$ cat src/rtl/mru_list.sv
// mru_list: move-to-front list of DEPTH unique DATA_W-bit values with registered hit/evict reporting.
// Define MRU_STATS_EN to add saturating hit/miss counters (hit_cnt_out, miss_cnt_out).
module mru_list #(
    parameter  int DATA_W = 8,
    parameter  int DEPTH  = 4,
    localparam int IDX_W  = $clog2(DEPTH),
    localparam int CNT_W  = $clog2(DEPTH + 1)
) (
    input  logic                    clk_in,
    input  logic                    reset_n_in,
    input  logic                    in_valid,
    input  logic [DATA_W-1:0]       in_data,
    input  logic                    flush_in,
    output logic [DEPTH*DATA_W-1:0] out_data,
    output logic [DEPTH-1:0]        out_valid,
    output logic [CNT_W-1:0]        count_out,
    output logic                    hit_out,
    output logic [IDX_W-1:0]        hit_idx_out,
`ifdef MRU_STATS_EN
    output logic [15:0]             hit_cnt_out,
    output logic [15:0]             miss_cnt_out,
`endif
    output logic                    evict_valid_out,
    output logic [DATA_W-1:0]       evict_data_out
);

    logic [DATA_W-1:0] data_r [DEPTH];
    logic [DEPTH-1:0]  valid_r;
    logic [CNT_W-1:0]  count_r;
    logic [DEPTH-1:0]  match_s;
    logic [DEPTH-1:0]  shift_s;
    logic              hit_s;
    logic              full_s;
    logic [IDX_W-1:0]  hit_idx_s;

    // Match against valid slots only; entries are distinct so OR-ing indices yields the single hit slot.
    always_comb begin
        match_s   = '0;
        shift_s   = '0;
        hit_idx_s = '0;
        for (int i = 0; i < DEPTH; i++) begin
            match_s[i] = valid_r[i] && (data_r[i] == in_data);
            hit_idx_s  = hit_idx_s | (match_s[i] ? IDX_W'(i) : {IDX_W{1'b0}});
        end
        hit_s  = |match_s;
        full_s = (count_r == CNT_W'(DEPTH));
        for (int i = 0; i < DEPTH; i++) begin
            shift_s[i] = !hit_s || (IDX_W'(i) <= hit_idx_s);
        end
    end

    // List state and reporting pulses; flush wins over a simultaneous insert.
    always_ff @(posedge clk_in or negedge reset_n_in) begin
        if (!reset_n_in) begin
            for (int i = 0; i < DEPTH; i++) begin
                data_r[i] <= '0;
            end
            valid_r         <= '0;
            count_r         <= '0;
            hit_out         <= 1'b0;
            hit_idx_out     <= '0;
            evict_valid_out <= 1'b0;
            evict_data_out  <= '0;
        end else if (flush_in) begin
            valid_r         <= '0;
            count_r         <= '0;
            hit_out         <= 1'b0;
            hit_idx_out     <= '0;
            evict_valid_out <= 1'b0;
        end else if (in_valid) begin
            data_r[0] <= in_data;
            for (int i = 1; i < DEPTH; i++) begin
                if (shift_s[i]) begin
                    data_r[i] <= data_r[i-1];
                end
            end
            hit_out         <= hit_s;
            hit_idx_out     <= hit_idx_s;
            evict_valid_out <= !hit_s && full_s;
            if (!hit_s) begin
                valid_r <= {valid_r[DEPTH-2:0], 1'b1};
                if (full_s) begin
                    evict_data_out <= data_r[DEPTH-1];
                end else begin
                    count_r <= count_r + CNT_W'(1);
                end
            end
        end else begin
            hit_out         <= 1'b0;
            hit_idx_out     <= '0;
            evict_valid_out <= 1'b0;
        end
    end

`ifdef MRU_STATS_EN
    // Saturating counters of accepted hits and misses.
    always_ff @(posedge clk_in or negedge reset_n_in) begin
        if (!reset_n_in) begin
            hit_cnt_out  <= 16'h0000;
            miss_cnt_out <= 16'h0000;
        end else if (flush_in) begin
            hit_cnt_out  <= 16'h0000;
            miss_cnt_out <= 16'h0000;
        end else if (in_valid) begin
            if (hit_s && (hit_cnt_out != 16'hFFFF)) begin
                hit_cnt_out <= hit_cnt_out + 16'h0001;
            end
            if (!hit_s && (miss_cnt_out != 16'hFFFF)) begin
                miss_cnt_out <= miss_cnt_out + 16'h0001;
            end
        end
    end
`endif

    for (genvar g = 0; g < DEPTH; g++) begin : g_out
        assign out_data[g*DATA_W +: DATA_W] = data_r[g];
    end
    assign out_valid = valid_r;
    assign count_out = count_r;

endmodule

$ cat config.mk
export PLATFORM = sky130hd
export DESIGN_NAME = mru_list
export DESIGN_NICKNAME = d
export VERILOG_FILES = /design/src/rtl/mru_list.sv
export SDC_FILE = /design/constraint.sdc
export NUM_CORES = 1
export LEC_CHECK = 0
export ABC_AREA = 1
export CAP_MARGIN = 20
export CORE_MARGIN = 2
export CORE_UTILIZATION = 42
export CTS_CLUSTER_DIAMETER = 100
export DETAILED_ROUTE_END_ITERATION = 8
export PLACE_DENSITY_LB_ADDON = 0.08
export SLEW_MARGIN = 20
export SYNTH_ARGS = -nofsm -noshare
export SYNTH_HDL_FRONTEND = slang
export SYNTH_SLANG_ARGS = --single-unit
$ cat constraint.sdc
create_clock -name clk_in -period 3.2 [get_ports clk_in]
set_input_delay 0.96 -clock clk_in [delete_from_list [all_inputs] [get_ports clk_in]]
set_output_delay 0.96 -clock clk_in [all_outputs]
set_load 0.01 [all_outputs]
**After elaboration in Yosys (flattened, before gate mapping)**

Cells that the tools add are included.

- Add/subtract/negate cells: 1
- Eq/ne operators: 7
- Multiplexer cells: 16
- Bitwise operators: 4
- $lt $le $gt $ge: 3
- Reduce and logical (&&, ||, !) cells: 18

Operators by type and width:

| kind | number |
|---|---|
| $eq 8x8->1 | 4 |
| $mux 3 | 4 |
| $mux 4 | 3 |
| $reduce_and 3->1 | 4 |
| $mux 2 | 4 |
| $logic_and 1x1->1 | 5 |
| $mux 1 | 5 |
| $le 2x2->1 const A | 2 |
| $ne 2x2->1 const B | 2 |
| $reduce_and 2->1 | 2 |
| $reduce_and 4->1 | 1 |
| $reduce_or 4->1 | 1 |
| $add 3x1->3 const B | 1 |
| $eq 3x3->1 const B | 1 |
| $logic_or 1x1->1 | 3 |
| $le 1x2->1 const A | 1 |
| $not 1->1 | 2 |
| $or 1x2->2 | 1 |
| $or 2x2->2 | 1 |
| $reduce_bool 2->1 | 1 |
| $logic_not 1->1 | 1 |

- Output and inout port bits: 51
- Word-level logic and storage cells: 59
- Register bits: 51

**Depth between registers and ports, before layout**

- Word-level depth: 8
- Gate-level depth with buffers: 13
- Gate-level depth less buffers: 12

**Worst setup path before layout**

No wires, ideal clock.

- Path type: input -> register
- Start: in in_data[2]
- End: reg data_r, in the netlist out_data[30]
- Path buffers: 2
- Setup slack: 1.028 ns
- Cell stages on the path: 13
- Arrival time: 2.054 ns
- Cells stage by stage: buf_4 inv_1 nand2_1 nand2_1 nor2_1 nand3_2 nor2_4 nor2_1 nand2_1 nand3_4 buf_6 nand2_1 o21ai_2

- Longest elaborated chain between the ends: 8

RTL lines:

| element | RTL line | source |
|---|---|---|
| start, declared | 12 | `input logic [DATA_W-1:0] in_data,` |
| $eq 8x8->1 | 42 | `match_s[i] = valid_r[i] && (data_r[i] == in_data);` |
| $logic_and 1x1->1 | 42 |  |
| $mux 1 or $mux 2 (tied branches) | 43 | `hit_idx_s = hit_idx_s \| (match_s[i] ? IDX_W'(i) : {IDX_W{1'b0}});` |
| $or 1x2->2 | 43 |  |
| $or 2x2->2 | 43 |  |
| $le 2x2->1 | 48 | `shift_s[i] = !hit_s \|\| (IDX_W'(i) <= hit_idx_s);` |
| $logic_or 1x1->1 * | 48 |  |
| $reduce_and 3->1 (no line) * | - |  |
| end signal, assigned by index | 74 | `data_r[i] <= data_r[i-1];` |
| end, declared | 27 | `logic [DATA_W-1:0] data_r [DEPTH];` |

Mark *: on every way between the ends. The rest lies on a longest branch, timed or not.
A chain may end at the register's enable or synchronous reset.

**Worst setup path in the final report**

- Start: in in_data[4]
- End: reg data_r, in the netlist out_data[9]

- Longest elaborated chain between the ends: 8

RTL lines:

| element | RTL line |
|---|---|
| $eq 8x8->1 | 42 |
| $logic_and 1x1->1 | 42 |
| $mux 1 or $mux 2 (tied branches) | 43 |
| $or 1x2->2 | 43 |
| $or 2x2->2 | 43 |
| $le 1x2->1 | 48 |
| $logic_or 1x1->1 * | 48 |
| $reduce_and 3->1 (no line) * | - |

Marked as above.

==> results.txt <==
The tree is rooted in a clkbuf_8. The number of register bits inferred by synthesis was 51. The total design power was 1.93 mW.

The proportion of total power due to net switching was 33.2%; the post-layout minimum cycle time was 2690 ps. The final period utilization came out at 84.0%. The share of total power dissipated in the clock network is 21.0%.

The worst register-to-register path ends at out_data[9]. After synthesis, the netlist uses 28 different library cells. The multi-input combinational cells in the finished layout cover a total of 0.00128 mm2.

The number of cells traversed by the worst register-to-register path works out to 10. In the synthesized netlist, the number of instances is 368. From left edge to right edge, the die measures 85.7 um. The number of hold violations in the final report is 0. The tools report the first-pass GRT wire length as 11400 um.

The setup path with the least slack is of type in2reg. TritonCTS built the clock tree. The Yosys step of the flow raised 0 warnings.

Summed over all layers, the global routing overflow is 0. For the number of DRC violations after detailed routing, the log shows 0. The total number of placement rows was 29; the area of the core was 0.00639 mm2. For the post-CTS setup buffer count, the log shows 0. For flop-to-flop paths, the worst setup slack is 1410 ps.

The all-layer global routing usage was 19.6%. In this run the critical register-to-register path is launched from out_data[13]. The origin of the worst min-delay path was evict_data_out[5]. The port buffer count was 62. Timing would allow up to 0.372 GHz.

Number of inserted diodes: 0. The tools report the worst min-delay path endpoint as evict_data_out[5]. In the final routed layout, each cell accounts on average for 12.8 um. The number of instances resized during post-cts repair came out at 0. The slowest stage of the critical path belongs to the cell clkdlybuf4s50_1. Of the total power, registers draw 45.1%. The via count of the first global-routing pass is 2344. The cell that appears most often on the critical path is nand2_1. STA puts the critical path data arrival time at 2880 ps.

The worst setup path is launched from an input port. Hold timing on the final database bottoms out at a slack of 473 ps. The share of total power dissipated in combinational logic is 33.9%.

The synthesized netlist occupies a cell area of 0.00280 mm2. During I/O placement, the number of pins put on the boundary was 63. The H-tree was split into 2 levels. For this block, the initial DRC count from the detailed router was 130. The transition time at the pin with the least slew margin is 365 ps, and the number of nets with antenna violations after routing is 0. The run gives 0.00128 mm2 as the storage element area. Dividing total power by cell area gives a power density of 539 mW/mm2.

The flow ran to the end, and the final reports show no timing, DRC or antenna violations. The tools report the worst slew margin relative to its limit as 75.6%. The setup clock skew after layout is 5.74 ps, and the placer congestion estimate is 0.823. Setup violations remaining at the end of the flow were counted as 0. Clock-pin slew was measured on the worst setup and hold paths at 90 ps. Compared with the post-synthesis result, the final layout area differs by 28.0%. The detailed-router iteration count before antenna repair is 4, and the switching power is 0.641 mW. In the final design database the tool counted 446 nets. Fill cells in the final layout number 617. The initial utilization of the core area, before any placement, comes to 43.9%. Counting the buffers created by CTS gives 5. Setup repair after global routing left no endpoint under its margin.

The sequential fraction of the synthesis area is 45.6%, and the synthesized netlist net count is 382. The die extent in y was 85.7 um; the number of violations of the max-capacitance limit was 0. The critical path goes through clkdlybuf4s50_1 -> inv_1 -> nand2_1 -> nand2_1 -> nor2_1 -> nand3_1 -> nor2_2 -> nor2_4 -> nand3b_2 -> nand2_2 -> nand2_1 -> o21ai_2. The largest fanout of any net on the critical path came out at 15. At the worst endpoint, the required time is 3390 ps. Number of antenna violations at the first check in global routing: 0. Final max-slew violation count: 0. The die covers 0.00734 mm2. The run gives 0.299 mV as the maximum ir drop on the vdd rail. The number of hold buffers added after CTS was 0. The tree built by TritonCTS fans out to 51 sinks.

The leakage component of the power was 1.75 nW. For the final setup TNS, the log shows 0 ps. The worst setup path is captured at a register. The tools report the via total after detailed routing as 2439. The instance count along the most critical hold path came out at 2. No sink is reached through more buffers than the 2 on the longest clock path.

The worst hold path belongs to the class reg2reg. In the final layout, the share of cells above drive strength 1 is 11.8%. The average instance area after synthesis was 7.61 um2; the clock latency on the worst-skew pair was 310 ps. Summed over all nets, the half-perimeter wirelength after detailed placement is 5120 um. Summed over all layers, the routed wires come to 6510 um. Mean number of vias per cell: 4.78. Internal power comes to 1.29 mW.

Entering global routing, the biggest net connects 52 pins. For this run, the slowest stage of the critical path takes 630 ps.
-- sequential cells by signal, summed over array words and instances (netlist names) --
signal and count:
hit_out 1, count_out 3, hit_idx_out 2, out_data 32, evict_valid_out 1, out_valid 4
evict_data_out 8
-- per-stage QoR --
| stage | std cells | utilization, % | area [um2] | worst slack [ps] |
|---|---|---|---|---|
| floorplan | 368 | - | 2800 | 1030 |
| global placement | 502 | 54.6 | 3480 | 181 |
| detailed placement | 502 | 54.6 | 3480 | 163 |
| CTS | 510 | 56.1 | 3580 | 491 |
| global route | 510 | 56.1 | 3580 | 279 |
| finish | 510 | 56.1 | 3580 | 511 |
-- worst max path at each step --
| stage | slack [ps] | start | depth (start not counted) | endpoint |
|---|---|---|---|---|
| CTS | 490 | in_data[4] | 12 | out_data[9] |
| global route | 280 | in_data[4] | 12 | out_data[10] |
| floorplan | 1030 | in_data[2] | 13 | out_data[30] |
| detailed placement | 160 | in_data[4] | 12 | out_data[9] |
| global placement | 180 | in_data[4] | 12 | out_data[12] |
| finish | 510 | in_data[4] | 12 | out_data[9] |
-- power groups by stage --
stage / clock network [mW] / registers, mW / logic (mW)
after floorplan: 0 / 0.920 / 0.286
after global placement: 0 / 0.881 / 0.658
after detailed placement: 0 / 0.884 / 0.664
after CTS: 0.420 / 0.871 / 0.667
after global routing: 0.450 / 0.891 / 0.736
final: 0.405 / 0.871 / 0.655
-- synth_stat cells (all sizes together) --
library cell  count  share of area, %
o21ai            37               8.6
nand2           148                21
clkbuf            2              0.27
xnor2             4               1.3
nand4             6               1.3
xor2              1              0.31
nor2             36               6.1
inv              50               6.7
nand3b            5               1.5
buf               5               1.7
dfrtp            51                46
ha                2              0.89
nor3b             1              0.27
nor3              1              0.18
nand3            15               3.7
a21oi             4              0.85
-- cell usage in the layout (no fill, tap or decap), types with 2 or more instances in the layout --
master and instances:
a21oi_1 3, clkbuf_8 7, clkdlybuf4s50_1 61, dfrtp_1 51
ha_1 2, inv_1 43, inv_2 7, nand2_1 141
nand2_2 5, nand2_4 2, nand3_1 11, nand3_2 3
nand3b_1 4, nand4_1 6, nor2_1 30, nor2_2 2
nor2_4 4, o21ai_0 12, o21ai_1 10, o21ai_2 15
xnor2_1 4
-- cell families (layout without fill, tap and decap cells) --
family	Yosys count	count (layout)	share of synthesized area (%)
and+or+nand+nor	212	212	33.8
buffers and inverters	57	122	8.71
DFF	51	51	45.6
AOI/OAI and AO/OA	41	41	9.47
xor gates and xnor gates	5	5	1.56
adders and majority gates	2	2	0.893
-- critical path, delay by kind of cell --
kind	cells	cell delay, ps
AO/OA/AOI/OAI	1	60
AND/OR/NAND/NOR	9	1090
buffers and inverters	2	760
-- routing by layer --
layer / share of wire, % / global-route usage (%)
met5: 0 / 0
met2: 45 / 30.0
met1: 50 / 28.8
met4: 1.1 / 4.76
met3: 4.0 / 3.75
-- final cells by class --
type	instances	share of cell area (%)
flip-flops and latches	51	35.6
inverters	50	5.24
well taps	77	2.69
repair buffers	64	17.9
multi-input cells	260	35.7
clock buffers	8	2.79
Note: power is estimated with default switching activity, not from simulation.
==> edit 1: new RTL, same flow settings <==
Build with the macro `MRU_STATS_EN` defined.
--- a/src/rtl/mru_list.sv
+++ b/src/rtl/mru_list.sv
@@ -1,5 +1,7 @@
 // mru_list: move-to-front list of DEPTH unique DATA_W-bit values with registered hit/evict reporting.
 // Define MRU_STATS_EN to add saturating hit/miss counters (hit_cnt_out, miss_cnt_out).
+`define MRU_STATS_EN
+
 module mru_list #(
     parameter  int DATA_W = 8,
     parameter  int DEPTH  = 4,
Function (old outputs only; new: hit_cnt_out and miss_cnt_out): kept (equiv_simple and equiv_induct, registers matched by name and starting in step).
==> edit 1 against the unedited design <==
Synthesized area grew 77%. Global-route usage is 2.3 points higher. Total power increased by 50%. Combinational power is 3.4% higher. Sequential cell count increased by 32. Wire length is 110% higher. Via count is 96% higher. Design area rose by 76%. Fmax down 5.1%. Worst setup slack lost 0.14 ns. Critical path depth grew 2.
==> edit 1: results (changes against the unedited design) <==
metric,value,unit,change
fin_cells,930,,+82%
dpl.cell_count,915,,+82%
grt_max_degree,48,,-7.7%
track_usage,21.93,%,+2.3 points
grt_pass1_wl,22.31,mm,+95%
gp_congestion,0.9196,,+12%
h-tree-depth,3,,+1
syn_inst,687,,+87%
finalNetCount,799,,+79%
grt_pass1_vias,4361,,+86%
portBuffers,94,,+52%
worst_clock_skew,0.009167,ns,+0.003428 ns
ys_seq_area_share,41.91,%,-3.6 points
clkLatencyLatePin,0.34,ns,+0.03 ns
wl_per_cell,14.74,um,+15%
firstDrtPassIters,5,,+1
outcome,"finished, final reports clean",,
ys_top_cells_by_area,"dfrtp_1, nand2_1, nand3_1",,
post-dp-hpwl,10.19,mm,+99%
worstPathArrival,3.06,ns,+0.18 ns
ys_top_cells_by_count,"nand2_1, nand3_1, dfrtp_1",,
numCtsBuffers,9,,+4
cp_top_family,buffers and inverters,,
cts_root_buffer,clkbuf_16,,
max_stage_delay,0.72,ns,+0.09 ns
synth.net_count,703,,+84%
worstPathMaxFanout,12,,-3
nFillCells,1112,,+80%
[edit 1: tightest hold or removal path: stages (launching register included)]
cell	delay, ns
dfrtp_1	0.34
nand2_1	0.05
nand2_1	0.05
[edit 1: worst paths after layout]
kind,cells after the start,to,start,slack (ns)
max in group asynchronous,2,out_data[8]$_DFFE_PN0P_,reset_n_in,1.97
worst max register to register,10,miss_cnt_out[9]$_DFFE_PN0P_,miss_cnt_out[0]$_DFFE_PN0P_,1.03
min in group asynchronous,1,evict_data_out[3]$_DFFE_PN0P_,reset_n_in,0.62
worst max-delay path,14,out_data[9]$_DFFE_PN0P_,in_data[7],0.37
worst min register to register,2,evict_data_out[4]$_DFFE_PN0P_,evict_data_out[4]$_DFFE_PN0P_,0.47
worst min-delay path,2,evict_data_out[4]$_DFFE_PN0P_,evict_data_out[4]$_DFFE_PN0P_,0.47
[edit 1: routing by layer]
metal | part of all wire (%) | global-route usage [%]
met5 | 0 | 0
met4 | 1.4 | 6.992
met3 | 7.2 | 3.942
met2 | 44 | 31.86
met1 | 48 | 33.15
[edit 1: power groups by stage]
stage | clock network (mW) | logic, mW | registers [mW]
after global routing | 1.03 | 0.747 | 1.28
after CTS | 0.980 | 0.681 | 1.27
after detailed placement | 0 | 0.679 | 1.29
after global placement | 0 | 0.675 | 1.29
final | 0.959 | 0.677 | 1.27
after floorplan | 0 | 0.313 | 1.29
[edit 1: per-stage QoR]
stage | hold WS, ns | power, mW | worst slack, ns | cell area, um2
2_1_floorplan | 0.5146 | 1.607 | 0.9581 | 4956
5_1_grt | 0.5176 | 3.060 | 0.2191 | 6320
3_3_place_gp | 0.4627 | 1.964 | 0.1244 | 6051
6_report | 0.4742 | 2.906 | 0.3668 | 6320
3_5_place_dp | 0.4656 | 1.967 | 0.05911 | 6051
4_1_cts | 0.4815 | 2.932 | 0.4190 | 6320
[edit 1: cell families after synthesis]
| group | Yosys count | synth area share, % |
|---|---|---|
| and+or+nand+nor | 405 | 36.25 |
| buffers and inverters | 107 | 9.290 |
| DFF | 83 | 41.91 |
| AOI/OAI and AO/OA | 69 | 8.180 |
| xor gates and xnor gates | 19 | 3.358 |
| adders and majority gates | 4 | 1.010 |
[edit 1: cell type report]
class,instances,share of cell area (%)
Inverter,86,5.108
Timing Repair Buffer,106,16.67
Sequential cell,83,32.86
Clock inverter,5,0.4752
Multi-Input combinational cell,497,38.27
Tap cell,143,2.831
Clock buffer,10,3.781
==> edit 2: new RTL, same flow settings <==
Without the edit above. Register the output `count_out` once more, with the module's reset; this adds one clock of latency there. The other outputs are not delayed to match.
--- a/src/rtl/mru_list.sv
+++ b/src/rtl/mru_list.sv
@@ -116,7 +116,13 @@
         assign out_data[g*DATA_W +: DATA_W] = data_r[g];
     end
     assign out_valid = valid_r;
-    assign count_out = count_r;
+    always_ff @(posedge clk_in or negedge reset_n_in) begin
+        if (!reset_n_in) begin
+            count_out <= '0;
+        end else begin
+            count_out <= count_r;
+        end
+    end
 
 endmodule
 
Formal check against the unedited RTL: not equivalent (a bounded check fails within 4 cycles, from zero or initial values and one cycle with reset_n_in low).
==> edit 2 against the unedited design <==
Largest power group unchanged. Critical endpoint is now out_data[25]$_DFFE_PN0P_. Clock power down 10%. Sequential cell count up 3. Cell count grew 12%. Fmax shrank 2.7%. Hold slack got worse by 0.033 ns. Total power rose by 0.21%. Sequential share of layout area rose by 0.089 points. Critical path depth did not move. Register-to-register slack worse by 0.08 ns. Design area rose by 5.6%. Synthesized area rose by 7.6%. Non-clock buffer count increased by 1. Wire length is 23% higher. Worst setup slack lost 0.075 ns.
==> edit 2: results (changes against the unedited design) <==
metric,value,unit,change
outcome,"finished, final reports clean",,
grt_pass1_wl,12.91,mm,+13%
fin_area,3786,um2,+5.6%
ys_top_cells_by_area,"dfrtp_1, nand2_1, inv_1",,
tightest_slew,0.5901,ns,+0.2255 ns
drt_iter0_drc,171,,+32%
max_stage_delay,0.67,ns,+0.04 ns
dp_slack,0.1255,ns,-0.03752 ns
grt_pass1_vias,2585,,+10%
grt.met3_usage,5.037,%,+1.3 points
peakVddDrop,226.4,uV,-24%
finalNetCount,487,,+9.2%
worstPathMaxFanout,17,,+2
yosysUniqueCellTypes,30,,+7.1%
wl,7.984,mm,+23%
layout_min_cycle_time,2.764,ns,+0.07461 ns
post-dp-hpwl,6.285,mm,+23%
track_usage,21.54,%,+1.9 points
worstPathArrival,2.97,ns,+0.09 ns
gp_congestion,0.9228,,+12%
synth.net_count,423,,+11%
ys_top_cells_by_count,"nand2_1, dfrtp_1, inv_1",,
num_vias,2751,,+13%
wl_per_cell,14.03,um,+9.9%
nFillCells,688,,+12%
grt_max_degree,30,,-42%
drive_gt1_share,8.879,%,-2.9 points
edit 2: changes by cell type after synthesis, sizes merged:
cell,unedited run,this run
buf,5,6
nand4,6,8
and2,0,1
dfrtp,51,54
nor3b,1,0
xnor2,4,5
xor2,1,2
nand2,148,159
o22ai,0,2
a21boi,0,1
nand3b,5,1
nor2,36,44
nand3,15,26
inv,50,54
edit 2: where the power goes:
| group | switching (mW) | total, mW | internal (mW) |
|---|---|---|---|
| registers | 0.123 | 0.918 | 0.794 |
| logic | 0.335 | 0.655 | 0.321 |
| clock network | 0.212 | 0.363 | 0.151 |
edit 2: final cells by class:
class	instances	share of cell area, %
Multi-Input combinational cell	293	36.38
Sequential cell	54	35.69
Timing Repair Buffer	65	17.18
Inverter	54	5.552
Tap cell	96	3.173
Clock buffer	7	2.016
edit 2: final timing paths:
| path | from | cells past startpoint | to |
|---|---|---|---|
| min | count_r[1]$_DFFE_PN0P_ | 0 | count_out[1]$_DFF_PN0_ |
| max reg2reg | out_data[6]$_DFFE_PN0P_ | 9 | out_data[16]$_DFFE_PN0P_ |
| min in group asynchronous | reset_n_in | 1 | count_out[2]$_DFF_PN0_ |
| min reg2reg | count_r[1]$_DFFE_PN0P_ | 0 | count_out[1]$_DFF_PN0_ |
| max | in_data[2] | 12 | out_data[25]$_DFFE_PN0P_ |
| max in group asynchronous | reset_n_in | 2 | out_data[29]$_DFFE_PN0P_ |
edit 2: cell families after synthesis:
kind of cell / Yosys count / share of synthesized area (%)
and+or+nand+nor: 240 / 34.48
adders and majority gates: 2 / 0.8297
xor gates and xnor gates: 7 / 2.033
DFF: 54 / 44.81
AOI/OAI and AO/OA: 44 / 8.341
buffers and inverters: 62 / 9.502
edit 2: layer usage:
metal,vias up,wire length (um)
met1,1248,3657
li1,1403,-
met4,0,158
met2,84,3720
met5,-,0
met3,16,448
